--- src/rtl/neuron_state_update.sv ---
// neuron_state_update: vmem write-back, spike reset, and spike-word packing
module neuron_state_update #(
    parameter int NUM_NEURONS = 64,
    parameter int VMEM_W      = 8,
    parameter int SPK_WORD    = 16
) (
    input  logic                           clk,
    input  logic                           nrst,
    input  logic                           start_clear_i,
    input  logic                           flush_i,
    input  logic                           reset_mode_i,
    input  logic [VMEM_W-1:0]              vth_i,
    input  logic                           in_valid_i,
    output logic                           in_ready_o,
    input  logic                           in_last_i,
    input  logic [$clog2(NUM_NEURONS)-1:0] in_idx_i,
    input  logic [VMEM_W:0]                in_conv_i,
    input  logic [$clog2(NUM_NEURONS)-1:0] rd_idx_i,
    output logic [VMEM_W-1:0]              rd_vmem_o,
    output logic                           spk_valid_o,
    input  logic                           spk_ready_i,
    output logic [SPK_WORD-1:0]            spk_word_o,
    output logic [$clog2(NUM_NEURONS)-1:0] spk_base_o,
    output logic                           busy_o
);
    localparam int IW = $clog2(NUM_NEURONS);
    localparam int LW = $clog2(SPK_WORD);

    typedef enum logic [1:0] {IDLE, CLEAR, RUN, FLUSH} state_t;

    state_t              state_q;
    logic [IW-1:0]       clr_q;
    logic [VMEM_W-1:0]   vmem_q [NUM_NEURONS];
    logic [VMEM_W-1:0]   rd_vmem_q;
    logic [SPK_WORD-1:0] pack_q;
    logic [SPK_WORD-1:0] spk_word_q;
    logic [IW-1:0]       spk_base_q;
    logic [IW-1:0]       last_base_q;
    logic                spk_valid_q;
    logic                flush_sent_q;

    logic                accept;
    logic                spike;
    logic                emit;
    logic [VMEM_W-1:0]   v;
    logic [VMEM_W-1:0]   vmem_d;
    logic [LW-1:0]       lane;
    logic [IW-1:0]       base;
    logic [SPK_WORD-1:0] pack_d;

    assign in_ready_o  = (state_q == RUN) && !spk_valid_q;
    assign busy_o      = (state_q == CLEAR) || (state_q == FLUSH);
    assign spk_valid_o = spk_valid_q;
    assign spk_word_o  = spk_word_q;
    assign spk_base_o  = spk_base_q;
    assign rd_vmem_o   = rd_vmem_q;

    // decode of the incoming conv result: new vmem value, pack update, word completion
    always_comb begin
        accept = in_valid_i && in_ready_o;
        v      = in_conv_i[VMEM_W:1];
        spike  = in_last_i && in_conv_i[0];
        vmem_d = !spike ? v : reset_mode_i ? '0 : (v > vth_i ? v - vth_i : '0);
        lane   = in_idx_i[LW-1:0];
        base   = in_idx_i & ~IW'(SPK_WORD - 1);
        pack_d = in_last_i ? (pack_q & ~(SPK_WORD'(1) << lane)) | (SPK_WORD'(in_conv_i[0]) << lane) : pack_q;
        emit   = accept && in_last_i && (&lane);
    end

    // control FSM with the packed-spike output register
    always_ff @(posedge clk or negedge nrst) begin
        if (!nrst) begin
            state_q      <= IDLE;
            clr_q        <= '0;
            pack_q       <= '0;
            spk_word_q   <= '0;
            spk_base_q   <= '0;
            last_base_q  <= '0;
            spk_valid_q  <= 1'b0;
            flush_sent_q <= 1'b0;
        end else begin
            unique case (state_q)
                IDLE: if (start_clear_i) begin
                    state_q <= CLEAR;
                    clr_q   <= '0;
                end
                CLEAR: begin
                    clr_q <= clr_q + 1'b1;
                    if (clr_q == IW'(NUM_NEURONS - 1)) state_q <= RUN;
                end
                RUN: begin
                    if (spk_valid_q && spk_ready_i) spk_valid_q <= 1'b0;
                    if (accept) begin
                        last_base_q <= base;
                        pack_q      <= emit ? '0 : pack_d;
                        if (emit) begin
                            spk_word_q  <= pack_d;
                            spk_base_q  <= base;
                            spk_valid_q <= 1'b1;
                        end
                    end
                    if (flush_i) begin
                        state_q      <= FLUSH;
                        flush_sent_q <= 1'b0;
                    end
                end
                FLUSH: begin
                    // a word still pending from RUN drains first, then the partial word goes out
                    if (spk_valid_q) begin
                        if (spk_ready_i) begin
                            spk_valid_q <= 1'b0;
                            if (flush_sent_q) state_q <= IDLE;
                        end
                    end else if (!flush_sent_q) begin
                        spk_word_q   <= pack_q;
                        spk_base_q   <= last_base_q;
                        spk_valid_q  <= 1'b1;
                        pack_q       <= '0;
                        flush_sent_q <= 1'b1;
                    end
                end
                default: state_q <= IDLE;
            endcase
        end
    end

    // state array: clear sweep or accepted write, plus read-before-write read port
    always_ff @(posedge clk or negedge nrst) begin
        if (!nrst) begin
            for (int i = 0; i < NUM_NEURONS; i++) vmem_q[i] <= '0;
            rd_vmem_q <= '0;
        end else begin
            rd_vmem_q <= vmem_q[rd_idx_i];
            if (state_q == CLEAR) vmem_q[clr_q] <= '0;
            else if (accept) vmem_q[in_idx_i] <= vmem_d;
        end
    end
endmodule

--- config.mk ---
export PLATFORM = sky130hd
export DESIGN_NAME = neuron_state_update
export DESIGN_NICKNAME = d
export VERILOG_FILES = /design/src/rtl/neuron_state_update.sv
export SDC_FILE = /design/constraint.sdc
export NUM_CORES = 1
export LEC_CHECK = 0
export BUFFER_PORTS_ARGS = -buffer_cell sky130_fd_sc_hd__buf_2
export CAP_MARGIN = 20
export CELL_PAD_IN_SITES_DETAIL_PLACEMENT = 0
export CELL_PAD_IN_SITES_GLOBAL_PLACEMENT = 1
export CORE_ASPECT_RATIO = 2
export CORE_MARGIN = 1.5
export CORE_UTILIZATION = 50
export DETAILED_ROUTE_END_ITERATION = 7
export GPL_ROUTABILITY_DRIVEN = 0
export PLACE_DENSITY = 0.89
export SETUP_SLACK_MARGIN = 0.4
export SLEW_MARGIN = 20
export SYNTH_ARGS = -nofsm -noshare
export SYNTH_HDL_FRONTEND = slang
export SYNTH_SLANG_ARGS = --single-unit
--- constraint.sdc ---
create_clock -name clk -period 7.1 [get_ports clk]
set_input_delay 0.355 -clock clk [delete_from_list [all_inputs] [get_ports clk]]
set_output_delay 0.355 -clock clk [all_outputs]
set_load 0.02 [all_outputs]
==> impl_results.md, run 1 <==
- Max_cap viols: 0
- Die Footprint: 55200 sq um
- R2R setup slack: 3.62 ns
- Pre-antenna DRT Iters: 8
- Synth Instances: approximately 2400
- Post-route clock skew: between 0.02 and 0.03 ns
- # rows: between 100 and 150
- Sw Ratio: 30.0%
- Logic gate share of total power: ~17%
- Post-CTS sizing: 0
- Hold Buf Count CTS: 1
- Slew @ Worst Pin: 1.16 ns
- GRT overflow: 0
- Most common flop cell mapped by yosys: dfrtp_1
- Placed instance count: between 3000 and 4000
- Initial antenna violation count: 5
- Yosys cell types: 82
- Synth warn: 0
- HP Class: input pin to flip-flop
- DRT iter0 DRCs: about 2000
- Area growth from synthesis to layout: 9.52%
- Layout cell share with drive strength beyond 1: ~14%
- Remaining DRCs: 9
- CP Launch Type: flip-flop
- Async S/R FF share, synth: 100%
- Total power: slightly below 0.008 W
- Fillers: about 4500
- Die X: around 170 um
- Commonest cells post-synth: dfrtp_1, nand2_1, o21ai_0
- Final WL: 91300 um
- FMAX: between 200 and 300 MHz
- Post-route ant nets: 0
- Clock share of power: 37.2%
- Run status: complete, but fails checks
- Fin. max-slew vios: 0
- IO Pins: 70
- Vias/cell: about 6.8
- Vias in the first global route: 22500
- Initial core utilization: 50.4%
- Area fraction of the dominant cell type after synthesis: around 53%
- Peak VDD IR: 0.000259 V
- Hold Vio Cnt, Final: 0
- Buffers on Ports: between 60 and 70
- CP max FO: 26
- Post-route minimum period: around 3.5 ns
- Worst-case clock buffer depth: 3
- Failing checks: design-rule violations
- Slew HR: between 20 and 25%
- Largest net degree at the start of global routing: 179
- Leading cell type by number of instances after synthesis: dfrtp_1
- CP arrival: roughly 4 ns
- Clk sinks: roughly 570
- TNS Setup: 0 ns
- First-pass GRT wire length: around 140000 um
- Mapped Area: approximately 27000 sq um
- Crit. End Element: flip-flop
- Post-synth top area cell: dfrtp_1
- Final HPWL DP: between 60000 and 70000 um
- Register area share after synthesis: between 50% and 60%
- Internal power: between 0.005 and 0.006 W
- Clock Root Buffer: clkbuf_16
- Mean area per synthesized cell: 11.0 sq um
- Wire per inst: between 20 and 30 um
- Leakage: ~13 nW
- RSZ-0062 raised after global routing: no
- Setup CP Type: flip-flop to flip-flop
- Number of synthesized flops with an enable pin: 0
- Top cells by area in the synthesized netlist: dfrtp_1, mux4_2, o21ai_0, nand2_1, a22o_1
- Core box area: 53300 sq um
- Sequential power share: between 40 and 50%
- Yosys reg bits: approximately 570
- Die H: 331 um
- Fin cells: ~3200
- Postcts setup bufs: 0
- P_sw: between 0.002 and 0.0025 W
- Worst skew pair latency: ~0.60 ns
- CTS tree: yes
- Total CTS buffers: 48
- Pwr dens: around 270 nW/um^2
- GR Util All Layers: about a third
- Clock slew at reported path FFs: around 0.07 ns
- Endpoints failing setup: 0
- Fin crit share: about half
- H-tree depth: 2
- Fin nets: between 2000 and 2500
- Req. time, crit path: roughly 7.6 ns
- DR vias: 21400
-- path summary, 6_finish.rpt --
kind                       cells after the start     endpoint        start
min in group asynchronous                      2     clr_q[2]         nrst
max in group asynchronous                      3   vmem_q[24]         nrst
max                                            9  vmem_q[509]   state_q[1]
min reg2reg                                    2  vmem_q[426]  vmem_q[426]
max reg2reg                                    9  vmem_q[509]   state_q[1]
min                                            4  spk_valid_o  spk_ready_i
-- routing by layer --
metal | track usage [%] | wire length [um] | up-vias
li1 | - | - | 8929
met1 | 33.6 | 28600 | 10700
met2 | 60.9 | 47500 | 1323
met3 | 5.66 | 6220 | 475
met4 | 27.7 | 8960 | 8
met5 | 0 | 52 | -
-- logic make-up (layout without fill, tap and decap cells) --
group / Yosys count / in the layout / share of synthesized area, %
simple gates: 711 / 711 / 11.7
compound gates: 770 / 770 / 17.9
buf+inv: 174 / 209 / 3.04
fa+ha+maj: 14 / 14 / 0.680
other cells: 1 / 7 / 0.0140
xor+xnor: 4 / 4 / 0.131
flops: 566 / 566 / 52.8
mux: 206 / 206 / 13.8
-- cell usage in the layout, fill, tap and decap left out, types with 7 or more instances in the layout --
cell,n
buf_2,62
a21oi_1,48
nand2_1,470
dfrtp_1,566
a22o_1,127
clkbuf_1,7
and4_1,7
nand2b_1,13
nor3_1,21
clkbuf_16,49
o21ai_0,429
a31oi_1,10
inv_1,24
o22ai_1,10
and3_1,8
buf_4,29
clkinv_2,10
mux2i_1,72
nor2_2,8
mux4_2,131
and2_1,13
or3_1,7
o21ai_1,9
nor2_1,81
ha_1,13
clkbuf_8,9
nor2b_1,11
bufinv_16,8
nand3_1,30
a22oi_1,78
-- cell type report --
class	count	area, sq um	share of cell area [%]
Sequential cell	566	14200	48.2
Timing Repair Buffer	98	638	2.17
Clock inverter	23	330	1.12
Antenna cell	3	7.51	0.0255
Tap cell	671	840	2.86
Inverter	24	90.1	0.306
Clock buffer	64	1360	4.63
Multi-Input combinational cell	1709	12000	40.7
-- power by group through the flow --
stage               combinational, W  clock, W  sequential [W]
CTS                          0.00128   0.00291         0.00357
floorplan                   0.000780         0         0.00361
finish                       0.00131   0.00290         0.00358
detailed placement           0.00128         0         0.00363
global placement             0.00124         0         0.00361
global route                 0.00140   0.00302         0.00359
-- flip-flops by register name, indices dropped and copies added, names as in the netlist --
register and count:
clr_q 6, pack_q 16, vmem_q 512, flush_sent_q 1, last_base_q 2, spk_valid_o 1, state_q 2, spk_base_o 2
spk_word_o 16, rd_vmem_o 8
-- metrics by stage --
step                      hold slack (ns)  utilization (%)  setup slack (ns)  area [sq um]
after floorplan                    0.0594                -              4.52         26900
after global placement              0.456             51.9              3.39         27600
after detailed placement            0.465             51.9              3.40         27700
after CTS                          0.0889             55.1              3.72         29400
after global routing                0.140             55.1              3.49         29400
final                              0.0980             55.2              3.62         29400
-- worst max-delay path, cell delays in order (launching register included) --
cell	delay [ns]
dfrtp_1	0.42
inv_1	0.10
ha_1	0.54
buf_4	0.46
nor4b_2	0.79
and2_1	0.27
a21oi_1	0.18
nand2b_1	0.29
a21oi_1	0.20
a311oi_1	0.07
Power figures use the tool's default switching activity.
==> run 2, diff against run 1 <==
--- a/config.mk
+++ b/config.mk
@@ -5,16 +5,17 @@
 export SDC_FILE = /design/constraint.sdc
 export NUM_CORES = 1
 export LEC_CHECK = 0
+export ABC_AREA = 1
 export BUFFER_PORTS_ARGS = -buffer_cell sky130_fd_sc_hd__buf_2
 export CAP_MARGIN = 20
 export CELL_PAD_IN_SITES_DETAIL_PLACEMENT = 0
 export CELL_PAD_IN_SITES_GLOBAL_PLACEMENT = 1
 export CORE_ASPECT_RATIO = 2
 export CORE_MARGIN = 1.5
-export CORE_UTILIZATION = 50
+export CORE_UTILIZATION = 42
 export DETAILED_ROUTE_END_ITERATION = 7
 export GPL_ROUTABILITY_DRIVEN = 0
-export PLACE_DENSITY = 0.89
+export PLACE_DENSITY = 0.86
 export SETUP_SLACK_MARGIN = 0.4
 export SLEW_MARGIN = 20
 export SYNTH_ARGS = -nofsm -noshare
==> constraint.sdc (replaced) <==
create_clock -name clk -period 3 [get_ports clk]
set_input_delay 0.15 -clock clk [delete_from_list [all_inputs] [get_ports clk]]
set_output_delay 0.15 -clock clk [all_outputs]
set_load 0.02 [all_outputs]
==> impl_results.md, run 2 <==
- H-tree depth: 2 (unchanged)
- DR vias: 28700 (+34%)
- Multi-input gate area: 13600 sq um (+14%)
- Layout cell share with drive strength beyond 1: 7.21% (-7.1 points)
- TNS Setup: 0 ns (unchanged)
- Max_cap viols: 0 (unchanged)
- RSZ-0062 raised after global routing: yes
- Leakage: 15.0 nW (+18%)
- Slew @ Worst Pin: 1.03 ns (-0.127 ns)
- Crit. End Element: flip-flop
- Max reg flops: 512 (unchanged)
- Total CTS buffers: 50 (+4.2%)
- Hold path endpoint: clr_q[4]
- First-pass GRT wire length: 165000 um (+20%)
- Post-synth top area cell: dfrtp_1
- GR Util All Layers: 29.9% (-3.6 points)
- Post-route minimum period: 2.54 ns (-0.939 ns)
- Die X: 191 um (+15%)
- R2R depth: 10 (+1)
- Yosys reg bits: 566 (unchanged)
- Fin nets: 4149 (+66%)
- R2R Path Start: state_q[0]
- Die Footprint: 72400 sq um (+31%)
- CP Launch Type: flip-flop
- Post-route ant nets: 0 (unchanged)
- Pwr dens: 478 nW/um^2 (+80%)
- Most frequent cells in the layout: nand2_1, dfrtp_1, o21ai_0, nand3_1, nor2_1
- Area fraction of the dominant cell type after synthesis: 47.7% (-5.1 points)
- Fin. max-slew vios: 0 (unchanged)
- IO Pins: 70 (unchanged)
- Vias/cell: 5.70 (-16%)
- Synth warn: 0 (unchanged)
- Fillers: 7204 (+61%)
- Worst slack at placement: 0.528 ns (-2.87 ns)
- Setup CP Type: flip-flop to flip-flop
- Initial antenna violation count: 3 (-2)
- Hold path depth: 4 (unchanged)
- Register area share after synthesis: 47.7% (-5.1 points)
- Commonest cells post-synth: nand2_1, dfrtp_1, o21ai_0
- Synth Instances: 4096 (+67%)
- Worst-case clock buffer depth: 3 (unchanged)
- Pre-antenna DRT Iters: 6 (-2)
- Final HPWL DP: 73100 um (+15%)
- Leading cell type by number of instances after synthesis: nand2_1
- Hold path startpoint: start_clear_i
- CP max FO: 15 (-42%)
- CTS tree: yes
- Most common cell after layout, fill and taps aside: nand2_1
- # rows: 137 (+14%)
- FMAX: 394 MHz (+37%)
- Buffers on Ports: 65 (unchanged)
- Peak VDD IR: 0.000517 V (+100%)
- Remaining DRCs: 0 (-9)
- Fin crit share: 84.6% (+36 points)
- Clock Root Buffer: clkbuf_16
- Worst skew pair latency: 0.62 ns (+0.02 ns)
- Hold Vio Cnt, Final: 0 (unchanged)
- Post-route clock skew: 0.0226 ns (-0.00372 ns)
- Wire per inst: 21.4 um (-26%)
- WHS: 0.0119 ns (-0.0861 ns)
- Reg-to-Reg End: vmem_q[370]
- CP arrival: 3.06 ns (-0.89 ns)
- DRT iter0 DRCs: 2476 (+21%)
- Endpoints failing setup: 0 (unchanged)
- Most common flop cell mapped by yosys: dfrtp_1
- Largest net degree at the start of global routing: 92 (-49%)
- Biggest register: vmem_q
- Mapped Area: 29700 sq um (+11%)
- Area growth from synthesis to layout: 11.3%
- Initial core utilization: 42.5% (-7.9 points)
- Async S/R FF share, synth: 100% (unchanged)
- Final WL: 108000 um (+18%)
- Die H: 379 um (+15%)
- Slew HR: 31.0% (+8.5 points)
- Final worst slack: 0.463 ns (-3.16 ns)
- Yosys cell types: 40 (-51%)
- R2R setup slack: 0.46 ns (-3.16 ns)
- Mean area per synthesized cell: 7.25 sq um (-34%)
- Req. time, crit path: 3.52 ns (-4.06 ns)
- Vias in the first global route: 28700 (+27%)
- GRT overflow: 0 (unchanged)
- Core Util, Final: 47.3% (-7.9 points)
- Clock slew at reported path FFs: 0.07 ns (about the same)
- Run status: complete, no violations
- Top cells by area in the synthesized netlist: dfrtp_1, nand2_1, o21ai_0, nand3_1, a21oi_1
- Core box area: 69900 sq um (+31%)
- Number of synthesized flops with an enable pin: 0 (unchanged)
- Clk sinks: 566 (unchanged)
- HP Class: input pin to flip-flop
- Register area: 14200 sq um (unchanged)
-- run 2: cell count changes after synthesis, moves of 53 or more --
cell,delta
nand2_1,+839
nand3_1,+441
inv_1,+215
nor2_1,+192
a21oi_1,+177
mux4_2,-131
a22o_1,-128
o21ai_0,+98
a22oi_1,-79
mux2i_1,-72
clkbuf_1,+61
o21ai_1,+53
-- run 2: final cells by class --
class	instances	area share, %
Clock buffer	68	4.29
Antenna cell	2	0.0151
Tap cell	903	3.42
Inverter	266	3.04
Sequential cell	566	42.8
Timing Repair Buffer	170	4.63
Multi-Input combinational cell	3044	41.1
Clock inverter	21	0.651
-- run 2: cell families after synthesis --
family	synth area share, %
compound gates	15.3
fa+ha+maj	0.615
simple gates	29.6
buf+inv	6.71
flops	47.7
other cells	0.0126
xor+xnor	0.0885
-- run 2: critical path: stages, from the launching register on --
cell and delay [ns]:
dfrtp_1 0.43, inv_1 0.12, ha_1 0.25, inv_2 0.07, nor2_2 0.15, nand2_2 0.14, buf_4 0.22, clkinv_1 0.10
buf_4 0.32, nand3_1 0.34, o21ai_0 0.29
-- run 2: worst max-delay path by stage --
stage | endpoint | depth (start not counted) | startpoint
6_report | vmem_q[370] | 10 | state_q[0]
3_3_place_gp | vmem_q[384] | 10 | state_q[0]
3_5_place_dp | vmem_q[385] | 10 | state_q[0]
2_1_floorplan | vmem_q[3] | 13 | state_q[0]
5_1_grt | vmem_q[371] | 10 | state_q[0]
4_1_cts | vmem_q[385] | 10 | state_q[0]
-- run 2: metrics by stage --
stage / area, sq um / cells / power, W
floorplan: 29700 / 4099 / 0.00849
global placement: 31300 / 4942 / 0.00923
detailed placement: 31300 / 4942 / 0.00924
CTS: 33000 / 5037 / 0.0159
global route: 33100 / 5039 / 0.0162
finish: 33100 / 5040 / 0.0158
-- run 2: layer usage --
layer	vias to the layer above	global-route usage, %	part of all wire (%)
li1	13500	-	-
met1	13800	31.9	35
met2	1104	52.3	50
met3	412	3.26	5.4
met4	2	25.7	9.6
met5	-	0	0.010
-- run 2: what timing repair did --
| item | CTS | global route |
|---|---|---|
| hold buffers | 6 | 0 |
| endpoints found under the setup margin | 0 | 32 |
| endpoints found under the hold margin | 67 | 0 |
| setup buffers | 0 | 0 |
| resized for setup | 0 | 5 |
-- run 2: where the power goes --
part / internal (W) / leakage (nW) / switching (W)
combinational: 0.000331 / 6.42 / 0.00111
clock: 0.00358 / 0.796 / 0.00312
sequential: 0.00765 / 7.75 / 0.0000136
total: 0.0116 / 15.0 / 0.00424
